<file path="src/rtl/sat_pkg.sv">
// Shared SAT-engine types: value codes, per-variable state enum, default level width.
package sat_pkg;

  localparam int unsigned LEVEL_W_DEFAULT = 8;

  localparam logic [1:0] VAL_FREE     = 2'd0;
  localparam logic [1:0] VAL_FALSE    = 2'd1;
  localparam logic [1:0] VAL_TRUE     = 2'd2;
  localparam logic [1:0] VAL_CONFLICT = 2'd3;

  typedef enum logic [1:0] {
    FREE,
    DECIDED,
    IMPLIED,
    CONFLICT
  } var_state_t;

  // State implied by a directly loaded value code and implied flag.
  function automatic var_state_t state_from_code(input logic [1:0] code, input logic implied);
    if (code == VAL_FREE) begin
      return FREE;
    end else if (code == VAL_CONFLICT) begin
      return CONFLICT;
    end else if (implied) begin
      return IMPLIED;
    end else begin
      return DECIDED;
    end
  endfunction

endpackage

</file>
<file path="src/rtl/var_state_cell.sv">
// Per-variable assignment register feeding the literal cells of one variable.
// Takes direct loads, backtracks, decisions and clause-array implications in that priority.
module var_state_cell
  import sat_pkg::*;
#(
  parameter int unsigned LEVEL_W = LEVEL_W_DEFAULT
) (
  input  logic               clk,
  input  logic               rst,
  input  logic               wr_i,
  input  logic [2:0]         wr_value_i,
  input  logic [LEVEL_W-1:0] wr_level_i,
  input  logic               decide_i,
  input  logic [1:0]         decide_value_i,
  input  logic [LEVEL_W-1:0] cur_level_i,
  input  logic [1:0]         imp_i,
  input  logic               backtrack_i,
  input  logic [LEVEL_W-1:0] bt_level_i,
  output logic [2:0]         var_value_o,
  output logic [LEVEL_W-1:0] level_o,
  output logic               conflict_o,
  output logic               imp_pulse_o,
  output logic               assigned_o
);

  var_state_t         state_q, state_d;
  logic [1:0]         value_q, value_d;
  logic               implied_q, implied_d;
  logic [LEVEL_W-1:0] level_q, level_d;
  logic               conflict_q, conflict_d;
  logic               pulse_q, pulse_d;
  logic               assigned_q, assigned_d;

  // Next-state selection; any asserted strobe masks every lower-priority strobe this cycle.
  always_comb begin
    state_d   = state_q;
    value_d   = value_q;
    implied_d = implied_q;
    level_d   = level_q;
    pulse_d   = 1'b0;

    if (wr_i) begin
      value_d   = wr_value_i[2:1];
      implied_d = wr_value_i[0];
      level_d   = wr_level_i;
      state_d   = state_from_code(wr_value_i[2:1], wr_value_i[0]);
    end else if (backtrack_i) begin
      // Assignments made at the target level itself survive the backtrack.
      if (state_q != FREE && level_q > bt_level_i) begin
        state_d   = FREE;
        value_d   = VAL_FREE;
        implied_d = 1'b0;
        level_d   = '0;
      end
    end else if (decide_i) begin
      if (state_q == FREE && (decide_value_i == VAL_FALSE || decide_value_i == VAL_TRUE)) begin
        state_d   = DECIDED;
        value_d   = decide_value_i;
        implied_d = 1'b0;
        level_d   = cur_level_i;
      end
    end else if (imp_i != VAL_FREE) begin
      unique case (state_q)
        FREE: begin
          level_d   = cur_level_i;
          value_d   = imp_i;
          // A both-ways implication is still an implication, so the flag is set.
          implied_d = 1'b1;
          if (imp_i == VAL_CONFLICT) begin
            state_d = CONFLICT;
          end else begin
            state_d = IMPLIED;
            pulse_d = 1'b1;
          end
        end
        DECIDED, IMPLIED: begin
          // Level and implied flag are kept so the controller can see where it went wrong.
          if (imp_i != value_q) begin
            state_d = CONFLICT;
            value_d = VAL_CONFLICT;
          end
        end
        CONFLICT: ;
      endcase
    end

    conflict_d = (state_d == CONFLICT);
    assigned_d = (value_d != VAL_FREE);
  end

  // State and output registers.
  always_ff @(posedge clk or posedge rst) begin
    if (rst) begin
      state_q    <= FREE;
      value_q    <= VAL_FREE;
      implied_q  <= 1'b0;
      level_q    <= '0;
      conflict_q <= 1'b0;
      pulse_q    <= 1'b0;
      assigned_q <= 1'b0;
    end else begin
      state_q    <= state_d;
      value_q    <= value_d;
      implied_q  <= implied_d;
      level_q    <= level_d;
      conflict_q <= conflict_d;
      pulse_q    <= pulse_d;
      assigned_q <= assigned_d;
    end
  end

  assign var_value_o = {value_q, implied_q};
  assign level_o     = level_q;
  assign conflict_o  = conflict_q;
  assign imp_pulse_o = pulse_q;
  assign assigned_o  = assigned_q;

endmodule

</file>
<file path="config.mk">
export PLATFORM = sky130hd
export DESIGN_NAME = var_state_cell
export DESIGN_NICKNAME = d
export VERILOG_FILES = /design/src/rtl/sat_pkg.sv /design/src/rtl/var_state_cell.sv
export SDC_FILE = /design/constraint.sdc
export NUM_CORES = 1
export LEC_CHECK = 0
export ABC_CLOCK_PERIOD_IN_PS = 2000
export CORE_ASPECT_RATIO = 1.5
export CORE_MARGIN = 4
export CORE_UTILIZATION = 33
export DETAILED_ROUTE_END_ITERATION = 12
export HOLD_SLACK_MARGIN = 0.03
export PLACE_DENSITY = 0.76
export SLEW_MARGIN = 20
export SYNTH_ARGS = -nofsm -noshare
export SYNTH_HDL_FRONTEND = slang
export SYNTH_SLANG_ARGS = --single-unit
export TNS_END_PERCENT = 30
</file>
<file path="constraint.sdc">
create_clock -name clk -period 2 [get_ports clk]
set_clock_uncertainty 0.15 [all_clocks]
set_input_delay 0.3 -clock clk [delete_from_list [all_inputs] [get_ports clk]]
set_output_delay 0.3 -clock clk [all_outputs]
set_load 0.01 [all_outputs]
</file>
==> results.sh, run 1 <==
export IMPL_layout_drive_gt1_share_pct=27.16
export IMPL_cts_num_sinks=16
export IMPL_synth_ff_type="dfrtp_1"
export IMPL_grt_setup_unrepaired="yes"
export IMPL_cap_violations=0
export IMPL_timing_final_ws_setup_ns=-0.1174
export IMPL_synth_common_cells="16 x dfrtp_1, 16 x inv_1, 11 x nand2b_1"
export IMPL_p_leak_nw=0.9828
export IMPL_power_per_cell_area_nw_per_um2=583.5
export IMPL_critPathRequiredTime_ns=1.97
export IMPL_crit_start="level_o[1]"
export IMPL_fin_crit_ns=2.117
export IMPL_vias_per_cell=5.365
export IMPL_finalCritPeriodShare_pct=105.9
export IMPL_yosysTopAreaCellShare_pct=28.50
export IMPL_hp_class="input pin to asynchronous set/reset pin"
export IMPL_syn_inst=163
export IMPL_yosysSeqAreaShare_pct=28.50
export IMPL_hold_buffers=0
export IMPL_grt_antenna_before_repair=0
export IMPL_port_buffers=49
export IMPL_cts_buffer_depth=2
export IMPL_io_pin_count=50
export IMPL_yosys_top_cells_area="dfrtp_1 28%, ha_1 8.9%, nand2b_1 4.9%"
export IMPL_track_usage_pct=15.99
export IMPL_netlist_area_um2=1405
export IMPL_chipHeight_um=87.92
export IMPL_vias=1486
export IMPL_grt_pass1_vias=1530
export IMPL_yosysUniqueCellTypes=51
export IMPL_grt_pass1_wl_um=6630
export IMPL_critical_path_class="flop to flop"
export IMPL_violations="setup timing"
export IMPL_synth_avg_cell_area_um2=8.620
export IMPL_dp_hpwl_um=3163
export IMPL_async_flop_share_pct=100.0
export IMPL_setup_viol=14
export IMPL_end_kind="flop"
export IMPL_final_nets=280
export IMPL_antenna_left=0
export IMPL_synth_edf_count=0
export IMPL_synth_top_area_cell="dfrtp_1"
export IMPL_coreArea_um2=4029
export IMPL_die_area_um2=5387
export IMPL_grt_ovfl_total=0
export IMPL_clk_transition_reported_paths_ns=0.06
export IMPL_root_buffer="clkbuf_8"
export IMPL_placedCellCount=268
export IMPL_grt_max_degree=19
export IMPL_fmax_ghz=0.4723
export IMPL_cts_tree="built"
export IMPL_syn_nets=209
export IMPL_firstDrtPassIters=4
export IMPL_avgRoutedWirePerCell_um=15.67
export IMPL_worst_slew_pin_slew_ns=0.6373
export IMPL_area_growth_pct=61.53
export IMPL_drc=0
export IMPL_cts_buffers=3
export IMPL_slew_headroom_pct=57.47
export IMPL_fp_dieW_um=61.28
export IMPL_setup_tns_ns=-0.8374
export IMPL_ys_ff_latch=16
export IMPL_wl_um=4340
export IMPL_clkLatencyLatePin_ns=0.25
export IMPL_cp_arrival_ns=2.09
export IMPL_start_util_pct=34.88
export IMPL_critical_path_startpoint_type="flop"
export IMPL_drtIter0Drc=56
export IMPL_gp_congestion=0.8694
export IMPL_status="complete, but fails checks"
export IMPL_rows=28
export IMPL_finalMaxSlewViolations=0
export IMPL_ir_drop_mv=0.3893
export IMPL_instances_no_fill=277
export IMPL_r2r_start="level_o[1]"
export IMPL_cp_max_fo=3
export IMPL_htree_num_levels=1
export IMPL_yosys_warnings=0
export IMPL_hold_violations=0
export IMPL_antennaDiodeCount=0
cell type report:
class / instances / area (um2)
fill: 352 / 1759
multi-input combinational: 120 / 992.2
timing repair buffer: 76 / 714.4
sequential: 16 / 401.6
inverter: 17 / 63.81
tap: 45 / 56.30
clock buffer: 3 / 41.29
flip-flops by register name, summed over array words and instances, names as in the netlist:
signal and cells:
assigned_o 1, conflict_o 1, imp_pulse_o 1, implied_q 1, level_o 8, state_q 2, value_q 2
worst paths after layout:
kind / end / slack [ns] / cells past startpoint
min in group clk: implied_q / 0.42 / 2
max in group asynchronous: state_q[0] / 0.96 / 2
hold reg to reg: implied_q / 0.42 / 2
setup reg to reg: level_o[0] / -0.12 / 7
setup / recovery: level_o[0] / -0.12 / 7
hold / removal: level_o[2] / 0.29 / 2
cell usage in the layout (no fill, tap or decap), types with 3 or more instances in the layout:
| cell type | count |
|---|---|
| inv_2 | 8 |
| o211ai_1 | 3 |
| ha_4 | 7 |
| a21oi_1 | 7 |
| clkdlybuf4s50_1 | 42 |
| nand2b_1 | 11 |
| nand2_1 | 10 |
| dfrtp_1 | 15 |
| a22oi_1 | 9 |
| inv_1 | 9 |
| o21ai_0 | 9 |
| nand3_1 | 3 |
| buf_4 | 25 |
| dlymetal6s2s_1 | 6 |
| o21ai_1 | 8 |
| clkbuf_8 | 3 |
| nor2_1 | 5 |
metal layers:
layer  global-route usage [%]  vias to the layer above  share of wire, %
met5                        0                        -                 0
met4                    6.312                        0               1.8
met3                    1.770                        8               5.3
met2                    29.19                       53                55
met1                    18.16                      687                38
li1                         -                      738                 -
kinds of logic (layout without fill, tap and decap cells):
family                     Yosys count  after routing  synth area share [%]
AOI/OAI and AO/OA                   61             62                 32.32
xor gates and xnor gates             4              4                 2.494
adders and majority gates           10             10                 8.905
buffers and inverters               28             96                 9.972
DFF                                 16             16                 28.49
and+or+nand+nor                     44             44                 17.81
timing repair:
action / in CTS / in global routing
gates cloned: 1 / 0
setup endpoints to repair: 15 / 15
resized for setup: 6 / 27
pin swaps: 16 / 14
endpoints found under the hold margin: 0 / 0
buffers inserted: 2 / 3
stage by stage:
step           power (W)  hold slack [ns]  area, um2  util, %  setup slack (ns)
5_1_grt         0.001414           0.3619       2270    56.34           -0.1719
4_1_cts         0.001266           0.3132       2130    52.86           -0.1357
6_report        0.001324           0.2913       2270    56.34           -0.1174
2_1_floorplan  0.0007344          0.06374       1405        -           0.03401
3_3_place_gp   0.0009914           0.3921       2041    50.65           -0.4107
3_5_place_dp    0.001001           0.3970       2041    50.65           -0.4685
worst max-delay path, stage by stage, from the launching register on:
cell	delay, ns
dfrtp_1	0.41
ha_4	0.28
nor2b_4	0.12
o211ai_1	0.09
a2111o_1	0.48
a22oi_2	0.25
buf_4	0.16
o31ai_2	0.05
report_power, final:
part,switching [W],internal [W],leakage [nW]
logic,0.000307,0.000366,0.763
clock network,0.000101,0.000133,0.0216
registers,0.0000500,0.000367,0.198
total,0.000458,0.000867,0.983
Power figures use the tool's default switching activity.
==> run 2, diff against run 1 <==
--- a/config.mk
+++ b/config.mk
@@ -5,13 +5,13 @@
 export SDC_FILE = /design/constraint.sdc
 export NUM_CORES = 1
 export LEC_CHECK = 0
-export ABC_CLOCK_PERIOD_IN_PS = 2000
+export ABC_CLOCK_PERIOD_IN_PS = 2500
 export CORE_ASPECT_RATIO = 1.5
 export CORE_MARGIN = 4
 export CORE_UTILIZATION = 33
 export DETAILED_ROUTE_END_ITERATION = 12
 export HOLD_SLACK_MARGIN = 0.03
-export PLACE_DENSITY = 0.76
+export PLACE_DENSITY = 0.74
 export SLEW_MARGIN = 20
 export SYNTH_ARGS = -nofsm -noshare
 export SYNTH_HDL_FRONTEND = slang
==> constraint.sdc (replaced) <==
create_clock -name clk -period 2.5 [get_ports clk]
set_clock_uncertainty 0.15 [all_clocks]
set_input_delay 0.375 -clock clk [delete_from_list [all_inputs] [get_ports clk]]
set_output_delay 0.375 -clock clk [all_outputs]
set_load 0.01 [all_outputs]
==> run 2 against run 1 <==
Net effect:
- the flow now finishes without violations
- critical path depth did not move
- hold slack improved by 0.060 ns
- highest routed layer unchanged
- total power fell by 29%
==> results.sh, run 2 (synthesized netlist as in run 1, its figures left out) <==
export IMPL_area_growth_pct=38.56
export IMPL_grt_pass1_wl_um=5982
export IMPL_vias=1359
export IMPL_drtIter0Drc=55
export IMPL_clkLatencyLatePin_ns=0.25
export IMPL_cp_arrival_ns=2.21
export IMPL_stdcell_area_um2=1947
export IMPL_avgRoutedWirePerCell_um=14.14
export IMPL_grt_ovfl_total=0
export IMPL_reg2reg_depth=6
export IMPL_htree_num_levels=1
export IMPL_dp_slack_ns=-0.02494
export IMPL_max_stage_delay_ns=0.45
export IMPL_setup_tns_ns=0
export IMPL_hold_buffers=0
export IMPL_track_usage_pct=14.45
export IMPL_die_area_um2=5387
export IMPL_firstDrtPassIters=4
export IMPL_start_util_pct=34.88
export IMPL_cts_setup_buffers=0
export IMPL_fin_crit_ns=2.231
export IMPL_timing_final_ws_setup_ns=0.2688
export IMPL_root_buffer="clkbuf_8"
export IMPL_r2r_start="state_q[0]"
export IMPL_worst_slew_pin_slew_ns=0.6264
export IMPL_grt_setup_unrepaired="no"
export IMPL_p_total_w=0.0009394
export IMPL_p_leak_nw=0.8127
export IMPL_rows=28
export IMPL_layout_drive_gt1_share_pct=8.173
export IMPL_io_pin_count=50
export IMPL_slew_headroom_pct=58.20
export IMPL_hold_violations=0
export IMPL_final_nets=256
export IMPL_largest_reg_flops=8
export IMPL_fmax_ghz=0.4482
export IMPL_critPathRequiredTime_ns=2.48
export IMPL_cts_tree="built"
export IMPL_cts_resized=0
export IMPL_setup_viol=0
export IMPL_wl_um=3578
export IMPL_cts_buffers=3
export IMPL_layout_common_cells="49 x clkdlybuf4s50_1, 16 x inv_1, 16 x dfrtp_1"
export IMPL_gp_congestion=0.8568
export IMPL_port_buffers=49
export IMPL_postLayoutCoreUtil_pct=48.32
export IMPL_crit_chain="clkdlybuf4s50_1, inv_1, ha_1, and4_2, a2111o_1, a22oi_4, o21ai_1"
export IMPL_cp_depth=7
export IMPL_drc=0
export IMPL_status="complete, no violations"
export IMPL_post_dp_cell_area_um2=1906
export IMPL_ir_drop_mv=0.3197
export IMPL_antennaDiodeCount=0
export IMPL_power_per_cell_area_nw_per_um2=482.5
export IMPL_cts_buffer_depth=2
export IMPL_finalCritPeriodShare_pct=89.25
export IMPL_vias_per_cell=5.372
export IMPL_critPathTopFamily="compound AO/OA/AOI/OAI gates"
export IMPL_finalMaxSlewViolations=0
export IMPL_antenna_left=0
export IMPL_clk_transition_reported_paths_ns=0.06
export IMPL_layout_commonest_cell="clkdlybuf4s50_1"
export IMPL_critical_path_class="input pin to flop"
export IMPL_grt_pass1_vias=1374
export IMPL_critical_path_startpoint_type="input pin"
export IMPL_cp_max_fo=9
export IMPL_fp_dieW_um=61.28
export IMPL_worstPathBufferInverterCount=2
export IMPL_cap_violations=0
export IMPL_rrSetupSlack_ns=0.33
export IMPL_worstReg2RegEnd="conflict_o"
export IMPL_grt_max_degree=21
export IMPL_dp_hpwl_um=2898
export IMPL_coreArea_um2=4029
export IMPL_end_kind="flop"
export IMPL_cts_num_sinks=16
export IMPL_worst_path_max_delay_cell="clkdlybuf4s50_1"
export IMPL_grt_antenna_before_repair=0
export IMPL_chipHeight_um=87.92
export IMPL_hp_class="input pin to asynchronous set/reset pin"
==> run 2: report_power, final <==
group / internal, W / total, W / switching (W) / leakage (nW)
registers: 0.000293 / 0.000331 / 0.0000379 / 0.199
clock network: 0.000107 / 0.000191 / 0.0000845 / 0.0216
logic: 0.000215 / 0.000417 / 0.000202 / 0.592
total: 0.000615 / 0.000939 / 0.000324 / 0.813
==> run 2: layer usage <==
metal	vias to the layer above	routed length (um)	global-route usage [%]
li1	681	-	-
met1	615	1440	16.94
met2	52	1789	24.37
met3	11	248	2.802
met4	0	99	7.101
met5	-	0	0
==> run 2: final cells by class <==
class	instances	area, um2
well taps	45	56.30
repair buffers	53	520.5
flip-flops and latches	16	400.4
fillers	386	2082
clock buffers	3	41.29
inverters	17	63.81
multi-input cells	119	864.6
==> run 2: how the worst max path moves through the flow <==
| stage | slack, ns | end | startpoint |
|---|---|---|---|
| after detailed placement | -0.02 | level_o[1] | bt_level_i[3] |
| after CTS | 0.25 | level_o[4] | bt_level_i[1] |
| after global placement | 0.02 | level_o[5] | bt_level_i[1] |
| after floorplan | 0.53 | implied_q | level_o[1] |
| final | 0.27 | level_o[4] | bt_level_i[3] |
| after global routing | 0.10 | level_o[3] | bt_level_i[1] |
==> run 2: worst register-to-register path, cell delays in order (launching register included) <==
cell	delay [ns]
dfrtp_1	0.40
inv_1	0.08
ha_1	0.41
or4_1	0.57
o2111a_1	0.17
a211oi_2	0.17
a22oi_1	0.10
==> run 2: per-stage QoR <==
| step | hold WS, ns | std cells |
|---|---|---|
| 2_1_floorplan | 0.1387 | 163 |
| 3_3_place_gp | 0.3923 | 250 |
| 3_5_place_dp | 0.4005 | 250 |
| 4_1_cts | 0.3779 | 253 |
| 5_1_grt | 0.4196 | 253 |
| 6_report | 0.3512 | 253 |
==> run 3, diff against run 2 <==
--- a/config.mk
+++ b/config.mk
@@ -5,7 +5,7 @@
 export SDC_FILE = /design/constraint.sdc
 export NUM_CORES = 1
 export LEC_CHECK = 0
-export ABC_CLOCK_PERIOD_IN_PS = 2500
+export ABC_CLOCK_PERIOD_IN_PS = 2600
 export CORE_ASPECT_RATIO = 1.5
 export CORE_MARGIN = 4
 export CORE_UTILIZATION = 33
==> constraint.sdc (replaced) <==
create_clock -name clk -period 2.6 [get_ports clk]
set_clock_uncertainty 0.15 [all_clocks]
set_input_delay 0.39 -clock clk [delete_from_list [all_inputs] [get_ports clk]]
set_output_delay 0.39 -clock clk [all_outputs]
set_load 0.01 [all_outputs]
==> run 3 against run 2 <==
Net effect:
- global-route usage grew 0.19 points
- total power grew 0.62%
- hold slack gained 0.0079 ns
- first-iteration DRC count shrank 15%
- highest routed layer unchanged
- critical endpoint is now level_o[3]
==> results.sh, run 3 (synthesized netlist as in run 1, its figures left out) <==
export IMPL_cts_buffer_depth=2
export IMPL_slew_headroom_pct=58.87
export IMPL_finalMaxSlewViolations=0
export IMPL_cts_tree="built"
export IMPL_chipHeight_um=87.92
export IMPL_cts_setup_buffers=0
export IMPL_clkLatencyLatePin_ns=0.25
export IMPL_power_per_cell_area_nw_per_um2=482.1
export IMPL_cap_violations=0
export IMPL_critPathRequiredTime_ns=2.58
export IMPL_dp_hpwl_um=2952
export IMPL_fmax_ghz=0.4337
export IMPL_placedCellCount=250
export IMPL_grt_pass1_vias=1387
export IMPL_worst_slew_pin_slew_ns=0.6163
export IMPL_cp_arrival_ns=2.28
export IMPL_hold_violations=0
export IMPL_rows=28
export IMPL_cts_num_sinks=16
export IMPL_fin_crit_ns=2.306
export IMPL_clk_transition_reported_paths_ns=0.06
export IMPL_final_nets=256
export IMPL_htree_num_levels=1
export IMPL_p_leak_nw=0.8198
export IMPL_p_total_w=0.0009452
export IMPL_vias_per_cell=5.425
export IMPL_critical_path_startpoint_type="input pin"
export IMPL_ir_drop_mv=0.3533
export IMPL_status="complete, no violations"
export IMPL_track_usage_pct=14.64
export IMPL_postLayoutCoreUtil_pct=48.66
export IMPL_fp_dieW_um=61.28
export IMPL_rrSetupSlack_ns=0.44
export IMPL_hold_ws_ns=0.3591
export IMPL_finalCritPeriodShare_pct=88.68
export IMPL_grt_antenna_before_repair=0
export IMPL_avgRoutedWirePerCell_um=14.42
export IMPL_end_kind="flop"
export IMPL_largest_reg_flops=8
export IMPL_layout_common_cells="49 x clkdlybuf4s50_1, 16 x inv_1, 16 x dfrtp_1"
export IMPL_drtIter0Drc=47
export IMPL_layout_commonest_cell="clkdlybuf4s50_1"
export IMPL_grt_setup_unrepaired="no"
export IMPL_coreArea_um2=4029
export IMPL_cp_max_fo=9
export IMPL_setup_viol=0
export IMPL_grt_ovfl_total=0
export IMPL_grt_pass1_wl_um=6009
export IMPL_critical_path_class="input pin to flop"
export IMPL_setup_tns_ns=0
export IMPL_hold_buffers=0
export IMPL_cts_buffers=3
export IMPL_firstDrtPassIters=4
export IMPL_start_util_pct=34.88
export IMPL_port_buffers=49
export IMPL_drc=0
export IMPL_hp_class="input pin to asynchronous set/reset pin"
export IMPL_die_area_um2=5387
export IMPL_antennaDiodeCount=0
export IMPL_area_growth_pct=39.54
export IMPL_grt_max_degree=23
export IMPL_layout_drive_gt1_share_pct=8.612
export IMPL_instances_no_fill=254
export IMPL_root_buffer="clkbuf_8"
export IMPL_vias=1378
export IMPL_io_pin_count=50
export IMPL_cts_resized=0
export IMPL_wl_um=3662
export IMPL_gp_congestion=0.8138
export IMPL_antenna_left=0
[run 3: cell types whose count changed in the layout (fill, tap and decap cells not counted), sizes merged]
| cell | change |
|---|---|
| clkbuf | +1 |
[run 3: worst paths after layout]
path                                    to           from  depth (start not counted)
worst max-delay path            level_o[3]  bt_level_i[1]                          8
worst min-delay path            level_o[1]            rst                          2
worst max register to register  conflict_o     state_q[0]                          6
min in group clk                level_o[7]     level_o[7]                          2
max in group asynchronous       value_q[0]            rst                          2
worst min register to register  level_o[7]     level_o[7]                          2
[run 3: worst max-delay path: stages]
cell             delay [ns]
clkdlybuf4s50_1        0.45
inv_1                  0.04
ha_1                   0.28
nor2b_1                0.14
o211ai_1               0.10
a2111o_1               0.43
a22oi_4                0.33
o21ai_1                0.13
[run 3: stage by stage]
stage               cell area [um2]  setup slack, ns
floorplan                      1405           0.6340
detailed placement             1906          0.02615
finish                         1961           0.2942
global route                   1961           0.1845
CTS                            1961           0.2973
global placement               1906          0.09977
[run 3: area by class of cell]
class                      instances  area (um2)
fill                             387        2068
multi-input combinational        119       864.6
timing repair buffer              53       520.5
sequential                        16       400.4
inverter                          17       63.81
tap                               45       56.30
clock buffer                       4       55.05
[run 3: power by group]
group	leakage [nW]	internal, W	switching (W)	total [W]
combinational	0.592	0.000207	0.000195	0.000402
clock	0.0288	0.000135	0.0000897	0.000224
sequential	0.199	0.000282	0.0000370	0.000319
[run 3: layer usage]
metal,vias up,GRT usage [%],share of wire (%),routed length (um)
li1,684,-,-,-
met4,0,7.890,2.4,89
met2,46,26.20,53,1934
met1,639,15.88,39,1429
met5,-,0,0,0
met3,9,2.065,5.7,209
